--- config.mk ---
export PLATFORM = sky130hd
export DESIGN_NAME = sonar_frame_parser
export DESIGN_NICKNAME = d
export VERILOG_FILES = /design/src/rtl/sonar_frame_parser.sv
export SDC_FILE = /design/constraint.sdc
export NUM_CORES = 1
export LEC_CHECK = 0
export CAP_MARGIN = 5
export CORE_ASPECT_RATIO = 1.25
export CORE_UTILIZATION = 47
export CTS_CLUSTER_DIAMETER = 150
export DETAILED_ROUTE_END_ITERATION = 10
export PLACE_DENSITY = 0.69
export SYNTH_ARGS = -nofsm -noshare
export SYNTH_HDL_FRONTEND = slang
export SYNTH_SLANG_ARGS = --single-unit
--- constraint.sdc ---
create_clock -name clock -period 6.5 [get_ports clock]
set_clock_uncertainty 0.2 [all_clocks]
set_input_delay 1.3 -clock clock [delete_from_list [all_inputs] [get_ports clock]]
set_output_delay 1.3 -clock clock [all_outputs]
set_load 0.01 [all_outputs]
--- src/rtl/sonar_frame_parser.sv ---
// -----------------------------------------------------------------------------
// sonar_frame_parser
//   Receive-side parser for the sonar serial link. Bytes arrive from a UART
//   receiver and are matched against the frame layout "aaa,mmm#" (three angle
//   digits, comma, three distance digits, hash; hundreds digit first). A
//   well-formed frame publishes the angle and distance as BCD and binary and
//   pulses frame_valido. A malformed or stalled frame pulses erro (once) and the
//   parser resynchronises on the next '#'.
//
// Parameters:
//   TIMEOUT_CICLOS   inter-byte timeout in clock cycles (>= 2)
//   LARGURA_TIMEOUT  timeout counter width, 2**LARGURA_TIMEOUT > TIMEOUT_CICLOS
//
// Ports:
//   clock            system clock, rising edge
//   reset            asynchronous, active-high
//   dado_recebido    received byte, valid while pronto_recepcao = 1
//   pronto_recepcao  one-cycle strobe per received byte
//   angulo_bcd       last accepted angle, BCD {c,d,u}
//   distancia_bcd    last accepted distance, BCD {c,d,u}
//   angulo_bin       last accepted angle, binary
//   distancia_bin    last accepted distance, binary
//   frame_valido     one-cycle pulse when a frame is accepted
//   erro             one-cycle pulse when a frame is rejected
//   num_frames       accepted frame count, wraps 255 -> 0
//   db_estado        current parser state code (debug)
// -----------------------------------------------------------------------------
module sonar_frame_parser #(
  parameter int TIMEOUT_CICLOS  = 5000000,
  parameter int LARGURA_TIMEOUT = 23
) (
  input  logic        clock,
  input  logic        reset,
  input  logic [7:0]  dado_recebido,
  input  logic        pronto_recepcao,
  output logic [11:0] angulo_bcd,
  output logic [11:0] distancia_bcd,
  output logic [9:0]  angulo_bin,
  output logic [9:0]  distancia_bin,
  output logic        frame_valido,
  output logic        erro,
  output logic [7:0]  num_frames,
  output logic [3:0]  db_estado
);

  typedef enum logic [3:0] {
    ANG_C    = 4'd0,
    ANG_D    = 4'd1,
    ANG_U    = 4'd2,
    VIRG     = 4'd3,
    MED_C    = 4'd4,
    MED_D    = 4'd5,
    MED_U    = 4'd6,
    HASH     = 4'd7,
    DESCARTA = 4'd8
  } estado_t;

  // The counter value at which the next idle cycle completes the timeout.
  localparam logic [LARGURA_TIMEOUT-1:0] LIMITE = LARGURA_TIMEOUT'(TIMEOUT_CICLOS - 1);
  localparam logic [LARGURA_TIMEOUT-1:0] UM     = LARGURA_TIMEOUT'(1);

  estado_t                    estado;
  logic [LARGURA_TIMEOUT-1:0] contador;
  logic [11:0]                ang_sombra;
  logic [11:0]                dist_sombra;
  // Accept/reject events are staged one cycle so both strobes leave from the
  // same pipeline stage and can never coincide.
  logic                       commit_pendente;
  logic                       erro_pendente;

  logic                       eh_digito;
  logic                       eh_virgula;
  logic                       eh_hash;
  logic                       byte_esperado;

  function automatic logic [9:0] bcd_para_bin(input logic [11:0] bcd);
    return ({6'd0, bcd[11:8]} * 10'd100) + ({6'd0, bcd[7:4]} * 10'd10) + {6'd0, bcd[3:0]};
  endfunction

  assign db_estado = estado;

  // Classify the incoming byte against what the current state expects.
  always_comb begin
    eh_digito     = (dado_recebido[7:4] == 4'h3) && (dado_recebido[3:0] <= 4'h9);
    eh_virgula    = (dado_recebido == 8'h2C);
    eh_hash       = (dado_recebido == 8'h23);
    byte_esperado = 1'b0;
    case (estado)
      ANG_C, ANG_D, ANG_U, MED_C, MED_D, MED_U: byte_esperado = eh_digito;
      VIRG:                                     byte_esperado = eh_virgula;
      HASH:                                     byte_esperado = eh_hash;
      default:                                  byte_esperado = 1'b0;
    endcase
  end

  // Parser FSM, timeout counter, shadow registers and published outputs.
  always_ff @(posedge clock or posedge reset) begin
    if (reset) begin
      estado          <= ANG_C;
      contador        <= '0;
      ang_sombra      <= 12'd0;
      dist_sombra     <= 12'd0;
      commit_pendente <= 1'b0;
      erro_pendente   <= 1'b0;
      angulo_bcd      <= 12'd0;
      distancia_bcd   <= 12'd0;
      angulo_bin      <= 10'd0;
      distancia_bin   <= 10'd0;
      frame_valido    <= 1'b0;
      erro            <= 1'b0;
      num_frames      <= 8'd0;
    end else begin
      frame_valido    <= commit_pendente;
      erro            <= erro_pendente;
      commit_pendente <= 1'b0;
      erro_pendente   <= 1'b0;

      // Shadows are sampled before any byte in this cycle overwrites them.
      if (commit_pendente) begin
        angulo_bcd    <= ang_sombra;
        distancia_bcd <= dist_sombra;
        angulo_bin    <= bcd_para_bin(ang_sombra);
        distancia_bin <= bcd_para_bin(dist_sombra);
        num_frames    <= num_frames + 8'd1;
      end

      if (pronto_recepcao) begin
        // A byte always takes precedence over a coincident timeout.
        contador <= '0;
        if (estado == DESCARTA) begin
          if (eh_hash) begin
            estado <= ANG_C;
          end else begin
            estado <= DESCARTA;
          end
        end else if (byte_esperado) begin
          case (estado)
            ANG_C: begin ang_sombra[11:8]  <= dado_recebido[3:0]; estado <= ANG_D; end
            ANG_D: begin ang_sombra[7:4]   <= dado_recebido[3:0]; estado <= ANG_U; end
            ANG_U: begin ang_sombra[3:0]   <= dado_recebido[3:0]; estado <= VIRG;  end
            VIRG:  begin estado <= MED_C; end
            MED_C: begin dist_sombra[11:8] <= dado_recebido[3:0]; estado <= MED_D; end
            MED_D: begin dist_sombra[7:4]  <= dado_recebido[3:0]; estado <= MED_U; end
            MED_U: begin dist_sombra[3:0]  <= dado_recebido[3:0]; estado <= HASH;  end
            HASH:  begin estado <= ANG_C; commit_pendente <= 1'b1; end
            default: estado <= ANG_C;
          endcase
        end else begin
          // A stray '#' already marks a frame boundary, so resync directly.
          erro_pendente <= 1'b1;
          if (eh_hash) begin
            estado <= ANG_C;
          end else begin
            estado <= DESCARTA;
          end
        end
      end else if (estado != ANG_C) begin
        if (contador == LIMITE) begin
          contador      <= '0;
          estado        <= ANG_C;
          erro_pendente <= (estado != DESCARTA);
        end else begin
          contador <= contador + UM;
        end
      end else begin
        contador <= '0;
      end
    end
  end

endmodule

==> flow_metrics.py <==
metrics = {
    "clock_network": {
        "cts_sinks": 105,
        "clock-root-buffer": "clkbuf_16",
        "clk_latency_ps": 340,
        "numCtsBuffers": 9,
        "cts_setup_buffers": 0,
        "cts_tree": "done",
        "post_cts_resized": 0,
        "clk_pin_slew_ps": 70,
        "cts_hold_buf": 0,
        "h-tree-depth": 3,
        "cts_buffer_depth": 2,
    },
    "routing": {
        "drtIter0Drc": 165,
        "drt-vias-per-instance": 5.25,
        "drtAntennaViolNets": 0,
        "wl_per_cell_um": 15.4,
        "route.detailed.drc": 0,
        "routed_wl_um": 11300,
        "dr.pass1.iters": 4,
        "vias": 3851,
    },
    "timing": {
        "setup_viol": 0,
        "finalSetupTns_ps": 0,
        "max_freq_mhz": 276,
        "finalMaxSlewViolations": 0,
        "max-slew-margin-rel_pct": 38.7,
        "period_minus_slack_ps": 3620,
        "hold_viol_final": 0,
        "rsz0062_at_grt": "no",
        "holdWs_ps": 161,
        "tightest_slew_ps": 919,
        "final_min_period_over_clock_period_pct": 55.8,
    },
    "logic_synthesis": {
        "synthFlopType": "dfrtp_1",
        "ys_warn_count": 0,
        "ys_seq_area_share_pct": 45.2,
        "ys_async_sr_fraction_pct": 100,
        "yosysTopAreaCell": "dfrtp_1",
        "synth_edf_count": 0,
        "synth_cell_types": 56,
        "yosys.cell_count.top_type": "dfrtp_1",
        "synth_area_um2": 5820,
        "syn_inst": 501,
        "syn_area_per_cell_um2": 11.6,
        "yosys-top-cells-area": "dfrtp_1, ha_1, mux2_2",
        "synth_top_area_share_pct": 45.2,
        "synth_fp_nets": 570,
        "synth_common_cells": "dfrtp_1, ha_1, mux2_2",
        "ys_ff_latch": 105,
    },
    "global_route": {
        "gr-total-overflow": 0,
        "first_global_vias": 3879,
        "grt_antenna_before_repair": 0,
        "grt_max_degree": 75,
        "grt_first_pass_wirelength_um": 18500,
        "grt_util_all_layers_pct": 18.7,
    },
    "floorplan": {
        "dieArea_um2": 12800,
        "start_util_pct": 48.0,
        "fp.dieH_um": 126,
        "rows": 45,
        "coreArea_um2": 12100,
        "die_w_um": 101,
        "io_pins": 69,
    },
    "placed_design": {
        "place_congestion": 0.838,
        "place_area_um2": 6620,
        "port_buffers": 68,
        "dp_hpwl_um": 8540,
    },
    "power_and_ir_drop": {
        "power_mw": 1.34,
        "powerDensity_nw_per_um2": 192,
        "ir_drop_v": 0.000142,
        "leakage_nw": 3.34,
    },
    "final_layout": {
        "area_delta_synth_final_pct": 19.5,
        "layout-drive-gt1-share_pct": 14.7,
        "nets": 634,
        "finish.instance_area_um2": 6950,
        "antenna_cells": 0,
    },
    "critical_path": {
        "path_max_fanout": 9,
        "crit_type": "input pin to register",
        "crit_path_start_kind": "input pin",
        "crit_arrival_ps": 3650,
        "required_ps": 6530,
        "endpoint_kind": "register",
    },
    "hold_path": {
        "hp-class": "register to register",
    },
    "run_status": {
        "outcome": "complete, no violations",
    },
    "run": {
        "drv_cap": 0,
    },
}
[layout by cell type, fill, tap and decap left out, types with 11 or more instances in the layout]
| cell type | count |
|---|---|
| clkdlybuf4s50_1 | 68 |
| dfrtp_1 | 104 |
| ha_1 | 48 |
| inv_1 | 25 |
| mux2_2 | 48 |
| mux2_4 | 12 |
| nand2_1 | 24 |
| nand3_1 | 14 |
| nor2_1 | 47 |
| nor3_1 | 11 |
| o21ai_0 | 14 |
| xnor2_1 | 31 |
| xor2_1 | 11 |
[critical path: stages]
cell	delay (ps)
clkdlybuf4s50_1	570
and4bb_4	450
nand3b_4	100
a2111oi_4	500
and3_1	400
mux2_4	340
[flip-flops by register name (all words and copies together), names as in the netlist]
register and cells:
ang_sombra 12, angulo_bcd 12, angulo_bin 9, commit_pendente 1, contador 23, db_estado 4
dist_sombra 12, distancia_bcd 12, distancia_bin 9, erro 1, erro_pendente 1, frame_valido 1
num_frames 8
[final timing paths]
kind	end	depth (start not counted)	slack, ps	from
max in group asynchronous	commit_pendente	3	3800	reset
worst max-delay path	dist_sombra[2]	6	2880	dado_recebido[1]
worst min register to register	erro	0	160	erro_pendente
worst max register to register	distancia_bin[8]	9	3200	dist_sombra[5]
worst min-delay path	erro	0	160	erro_pendente
min in group asynchronous	angulo_bcd[5]	2	1310	reset
[routing by layer]
layer	vias to the layer above	track usage, %	share of wire, %
li1	1880	-	-
met1	1894	22.8	43
met2	60	32.7	52
met3	17	3.75	3.1
met4	0	6.14	1.8
met5	-	0	0
[logic make-up (layout without fill, tap and decap cells)]
group,Yosys count,in the layout,share of synthesized area (%)
fa+ha+maj,58,58,13.8
mux,60,60,12.4
compound gates,48,48,5.64
simple gates,144,144,13.1
xor+xnor,42,42,6.33
buf+inv,44,113,3.55
flops,105,105,45.2
[stage by stage]
stage	instances	worst slack [ps]	utilization [%]
2_1_floorplan	501	2240	-
3_3_place_gp	718	2630	54.6
3_5_place_dp	718	2540	54.6
4_1_cts	734	2900	57.4
5_1_grt	734	2830	57.4
6_report	734	2880	57.4
[layout make-up]
cell class | count | area [um^2]
inverters | 27 | 104
well taps | 164 | 205
repair buffers | 70 | 696
flip-flops and latches | 105 | 2630
fillers | 1047 | 5150
clock buffers | 11 | 233
clock inverters | 5 | 104
multi-input cells | 352 | 2980
[report_power, final]
part           switching (mW)  total, mW  internal, mW  leakage [nW]
registers             0.00605      0.663         0.657          1.46
logic                  0.0383     0.0619        0.0236          1.72
clock network           0.235      0.613         0.378         0.164
total                   0.280       1.34          1.06          3.34
(Power assumes the default switching activity.)
